File: config.mk
export PLATFORM = sky130hd
export DESIGN_NAME = fallthrough_queue_axis_reader
export DESIGN_NICKNAME = d
export VERILOG_FILES = /design/src/rtl/fallthrough_queue_axis_reader.sv
export SDC_FILE = /design/constraint.sdc
export NUM_CORES = 2
export LEC_CHECK = 0
export BUFFER_PORTS_ARGS = -buffer_cell sky130_fd_sc_hd__buf_2
export CAP_MARGIN = 0
export CORE_AREA = 2 2 366 368
export DETAILED_ROUTE_END_ITERATION = 8
export DIE_AREA = 0 0 368 370
export PLACE_DENSITY = 0.54
export SYNTH_ARGS = -nofsm -noshare
export SYNTH_HDL_FRONTEND = slang
export SYNTH_SLANG_ARGS = --single-unit
File: constraint.sdc
create_clock -name clk -period 7 [get_ports clk]
set_input_delay 1.4 -clock clk [delete_from_list [all_inputs] [get_ports clk]]
set_output_delay 1.4 -clock clk [all_outputs]
set_load 0.01 [all_outputs]
File: src/rtl/fallthrough_queue_axis_reader.sv
// Pops beats from a first-word-fall-through queue and emits a cleaned-up AXI4-Stream:
// empty beats are dropped, trailing empty tlast beats are folded, data-less packets are discarded.
module fallthrough_queue_axis_reader #(
    parameter  int TDATA_WIDTH = 256,
    parameter  int TUSER_WIDTH = 128,
    parameter  int COUNT_WIDTH = 32,
    localparam int TKEEP_WIDTH = TDATA_WIDTH / 8
) (
    input  logic                   clk,
    input  logic                   reset,
    input  logic [TDATA_WIDTH-1:0] q_tdata,
    input  logic [TKEEP_WIDTH-1:0] q_tkeep,
    input  logic [TUSER_WIDTH-1:0] q_tuser,
    input  logic                   q_tlast,
    input  logic                   q_can_read,
    output logic                   q_read,
    output logic [TDATA_WIDTH-1:0] m_axis_tdata,
    output logic [TKEEP_WIDTH-1:0] m_axis_tkeep,
    output logic [TUSER_WIDTH-1:0] m_axis_tuser,
    output logic                   m_axis_tlast,
    output logic                   m_axis_tvalid,
    input  logic                   m_axis_tready,
    output logic [COUNT_WIDTH-1:0] pkt_count,
    output logic [COUNT_WIDTH-1:0] dropped_beats,
    output logic [COUNT_WIDTH-1:0] empty_pkts
);

    logic                   p_valid;
    logic [TDATA_WIDTH-1:0] p_tdata;
    logic [TKEEP_WIDTH-1:0] p_tkeep;
    logic [TUSER_WIDTH-1:0] p_tuser;
    logic                   p_tlast;

    logic o_free;
    logic q_empty_beat;
    logic p_load;
    logic p_to_o;
    logic fold_last;
    logic drop_beat;
    logic drop_pkt;
    logic handshake;

    assign o_free       = ~m_axis_tvalid | m_axis_tready;
    assign q_empty_beat = (q_tkeep == '0);

    // P is held back until its successor (or its own tlast) proves it is not the last data beat.
    assign q_read    = q_can_read & ~reset &
                       (~p_valid | (~p_tlast & (q_empty_beat | o_free)));
    assign p_load    = q_read & ~q_empty_beat;
    assign p_to_o    = p_valid & o_free & (p_tlast | p_load);
    assign fold_last = q_read & q_empty_beat & q_tlast & p_valid;
    assign drop_beat = q_read & q_empty_beat & ~q_tlast;
    assign drop_pkt  = q_read & q_empty_beat & q_tlast & ~p_valid;
    assign handshake = m_axis_tvalid & m_axis_tready;

    always_ff @(posedge clk) begin
        if (reset) begin
            p_valid <= 1'b0;
            p_tdata <= '0;
            p_tkeep <= '0;
            p_tuser <= '0;
            p_tlast <= 1'b0;
        end else begin
            if (p_load) begin
                p_valid <= 1'b1;
                p_tdata <= q_tdata;
                p_tkeep <= q_tkeep;
                p_tuser <= q_tuser;
                p_tlast <= q_tlast;
            end else if (p_to_o) begin
                p_valid <= 1'b0;
            end
            if (fold_last) begin
                p_tlast <= 1'b1;
            end
        end
    end

    always_ff @(posedge clk) begin
        if (reset) begin
            m_axis_tdata  <= '0;
            m_axis_tkeep  <= '0;
            m_axis_tuser  <= '0;
            m_axis_tlast  <= 1'b0;
            m_axis_tvalid <= 1'b0;
        end else if (p_to_o) begin
            m_axis_tdata  <= p_tdata;
            m_axis_tkeep  <= p_tkeep;
            m_axis_tuser  <= p_tuser;
            m_axis_tlast  <= p_tlast;
            m_axis_tvalid <= 1'b1;
        end else if (handshake) begin
            m_axis_tvalid <= 1'b0;
        end
    end

    always_ff @(posedge clk) begin
        if (reset) begin
            pkt_count     <= '0;
            dropped_beats <= '0;
            empty_pkts    <= '0;
        end else begin
            if (handshake & m_axis_tlast) begin
                pkt_count <= pkt_count + COUNT_WIDTH'(1);
            end
            if (drop_beat) begin
                dropped_beats <= dropped_beats + COUNT_WIDTH'(1);
            end
            if (drop_pkt) begin
                empty_pkts <= empty_pkts + COUNT_WIDTH'(1);
            end
        end
    end

endmodule

==> impl_results.md <==
- Status: finished, final reports clean
- Mean area per synthesized cell: 8.85 um2
- # clock sinks: 932
- Largest area contributor in the netlist: dfxtp_1
- H-tree Lvls: 3
- Primary FF master, synth: dfxtp_1
- DRT antenna net count: 0
- Post-synth EDFFs: 0
- Cell Area, Synth: 0.0372 mm2
- Final hold violations: 0
- CP Cell Sequence: buf_2 > nor4_1 > and4_1 > nand2_1 > a21o_1 > a21oi_1 > buf_2
- Buffers on Ports: 935
- Post-Route WL: 117,000 um
- WP data required: 5.60 ns
- Non-filler cells, final: 6,815
- Vias: 30,500
- Die Span Y: 370 um
- Total GRT Usage: 0.162
- Iteration-0 DRC Markers: 1,863
- Reg clk slew, reported paths: 0.06 ns
- Layout Utilization: 0.353
- Leakage power: 18.1 nW
- Fill count: 13,900
- Fin crit share: 0.698
- Site Rows: 134
- I/O pin cnt: 936
- Pwr/cell area: 253 mW/mm2
- Highest-delay cell along the critical path: nor4_1
- Crit-path max cell delay: 0.73 ns
- First-pass GRT wire length: 173,000 um
- Unrepaired setup endpoints after global routing: false
- Number of global-route vias before repair: 28,300
- CP Capture Type: output pin
- #FFs+latches synth: 932
- # DRC: 0
- Async S/R FF share, synth: 0
- Gate Count Post-Synth: 4,203
- Mapped Nets: 4,627
- DIE AREA: 0.136 mm2
- Crit Path Category: in2out
- Via density: 4.47
- Worst Tran Pin Value: 1.23 ns
- Final Skew: 0.0296 ns
- Die span in x: 368 um
- Initial antenna violation count: 29
- Post-CTS Setup Bufs: 0
- Total power: 11.8 mW
- HP Class: reg2reg
- Top delay family on crit path: simple AND/OR/NAND/NOR gates
- Starting Density: 0.281
- Largest net degree at the start of global routing: 277
- Placed Cells: 6,624
- Final-report setup violation count: 0
- Critical Path Start Type: input pin
- Arrival @ worst endpoint: 3.49 ns
- Crit-path max FO: 3
- Clock buffer depth: 3
- Share of layout cells above drive strength 1: 0.226
- CTS tree: built
- Worst skew pair latency: 0.71 ns
- CTS Hold Buffers Added: 0
- NumNets Final: 5,385
- Ys Warns: 0
- WL/cell: 17.1 um
- DR pass1 iterations: 7
- Root Driver: clkbuf_16
- Maximum VDD drop: 0.197 mV
- Post-CTS sizing: 0
- Final TNS setup: 0 ns
- Syn-to-layout area delta: 25.5%
- CTS buffer count: 103
- Max Cap Viol: 0
- Total grt overflow: 0
- Sequential share of the synthesized area: 0.501
- Rel. slew slack: 0.178
- Cell variety after synth: 38
- Final min period: 4.89 ns
- Buf/Inv on CP: 2
- Core box area: 0.132 mm2
- Max Slew Vio Count: 0
- GP Congestion: 0.819
- Synth area leaders: dfxtp_1 (50%), nand2b_1 (14%), mux2i_1 (11%)
- Fmax: 205 MHz
- DP Wirelength: 80,000 um
- Most used cell, CP: buf_2
- Yosys top cell area share: 0.501
==> power by group <==
group	internal (mW)	switching (mW)	total, mW
logic	0.380	0.493	0.872
clock network	3.14	2.28	5.42
registers	5.46	0.0788	5.54
total	8.97	2.85	11.8
==> worst min-delay path: stages, from the launching register on <==
cell	delay (ns)
dfxtp_1	0.31
nand2b_1	0.06
mux2i_1	0.06
==> kinds of logic after synthesis <==
kind of cell,share of synthesized area
adders and majority gates,0.00101
buffers and inverters,0.0336
AOI/OAI and AO/OA,0.0725
muxes,0.116
and+or+nand+nor,0.267
DFF,0.501
xor gates and xnor gates,0.00847
==> per-stage QoR <==
step | worst slack (ns) | cell area [um2] | hold WS (ns)
after floorplan | 3.12 | 37200 | 0.437
after global placement | 1.94 | 43300 | 0.441
after detailed placement | 1.94 | 43300 | 0.447
after CTS | 1.93 | 46700 | 0.435
after global routing | 1.84 | 46700 | 0.468
final | 2.11 | 46700 | 0.448
==> synthesized netlist by cell type, types with 2 or more instances <==
| library cell | count |
|---|---|
| nand2_1 | 869 |
| nand2b_1 | 839 |
| o21ai_0 | 30 |
| nor3_1 | 11 |
| a21oi_1 | 466 |
| nand4_1 | 23 |
| inv_1 | 13 |
| a311oi_1 | 2 |
| a31o_2 | 5 |
| ha_1 | 3 |
| nor2b_1 | 13 |
| mux2_2 | 10 |
| clkbuf_1 | 243 |
| buf_1 | 42 |
| nor4_1 | 29 |
| and3_1 | 7 |
| dfxtp_1 | 932 |
| xor2_1 | 6 |
| nor2_1 | 61 |
| and4_1 | 14 |
| mux2i_1 | 419 |
| o31ai_1 | 16 |
| or3_1 | 27 |
| buf_2 | 22 |
| or4_1 | 23 |
| nand3_1 | 36 |
| xnor2_1 | 30 |
| buf_6 | 2 |
==> placed cells by master (no fill, tap or decap), types with 2 or more instances in the layout <==
cell	instances
clkbuf_16	104
and4_1	14
mux2_2	10
xnor2_1	30
o21ai_0	30
inv_1	13
clkbuf_8	24
o31ai_1	15
clkinv_4	3
buf_2	934
nand4_1	23
a31o_2	5
or4_1	23
buf_12	13
buf_4	14
nor3_1	11
and3_1	7
diode_2	13
mux2i_1	419
a311oi_1	2
dfxtp_1	932
xor2_1	6
nor4_1	29
clkinv_16	4
a21oi_1	466
nor2_1	61
clkinv_2	12
nor2b_1	13
or3_1	27
nand2b_1	839
ha_1	3
bufinv_16	4
nand3_1	36
nand2_1	869
clkbuf_1	24
==> routing by layer <==
metal	vias to the layer above	global-route usage	wire length, um
met4	26	0.0526	3290
met5	-	0	172
met3	188	0.0560	8850
li1	15300	-	-
met1	14300	0.197	49100
met2	716	0.266	55100
==> final cells by class <==
| class | count | area [um2] | area share |
|---|---|---|---|
| antenna | 13 | 32.5 | 0.000696 |
| clock buffer | 152 | 3020 | 0.0647 |
| clock inverter | 26 | 359 | 0.00769 |
| inverter | 13 | 48.8 | 0.00104 |
| multi-input combinational | 2949 | 17300 | 0.371 |
| sequential | 932 | 18700 | 0.399 |
| tap | 1768 | 2210 | 0.0474 |
| timing repair buffer | 962 | 5050 | 0.108 |
==> state kept, by name, indices dropped and copies added (netlist names) <==
| signal | flops |
|---|---|
| m_axis_tkeep | 32 |
| p_tdata | 256 |
| p_tlast | 1 |
| m_axis_tuser | 128 |
| p_tkeep | 32 |
| m_axis_tdata | 256 |
| empty_pkts | 32 |
| p_valid | 1 |
| dropped_beats | 32 |
| m_axis_tlast | 1 |
| m_axis_tvalid | 1 |
| p_tuser | 128 |
| pkt_count | 32 |
==> worst paths after layout <==
kind                                    from                             to  slack, ns  cells past startpoint
hold reg to reg     p_tkeep[31]$_SDFFE_PP0P_  m_axis_tkeep[31]$_SDFFE_PP0P_       0.45                      2
setup reg to reg  m_axis_tvalid$_SDFFE_PP0P_      p_tdata[139]$_SDFFE_PP0P_       3.78                      7
hold / removal      p_tkeep[31]$_SDFFE_PP0P_  m_axis_tkeep[31]$_SDFFE_PP0P_       0.45                      2
setup / recovery                 q_tkeep[26]                         q_read       2.11                      7
Power figures use the tool's default switching activity.
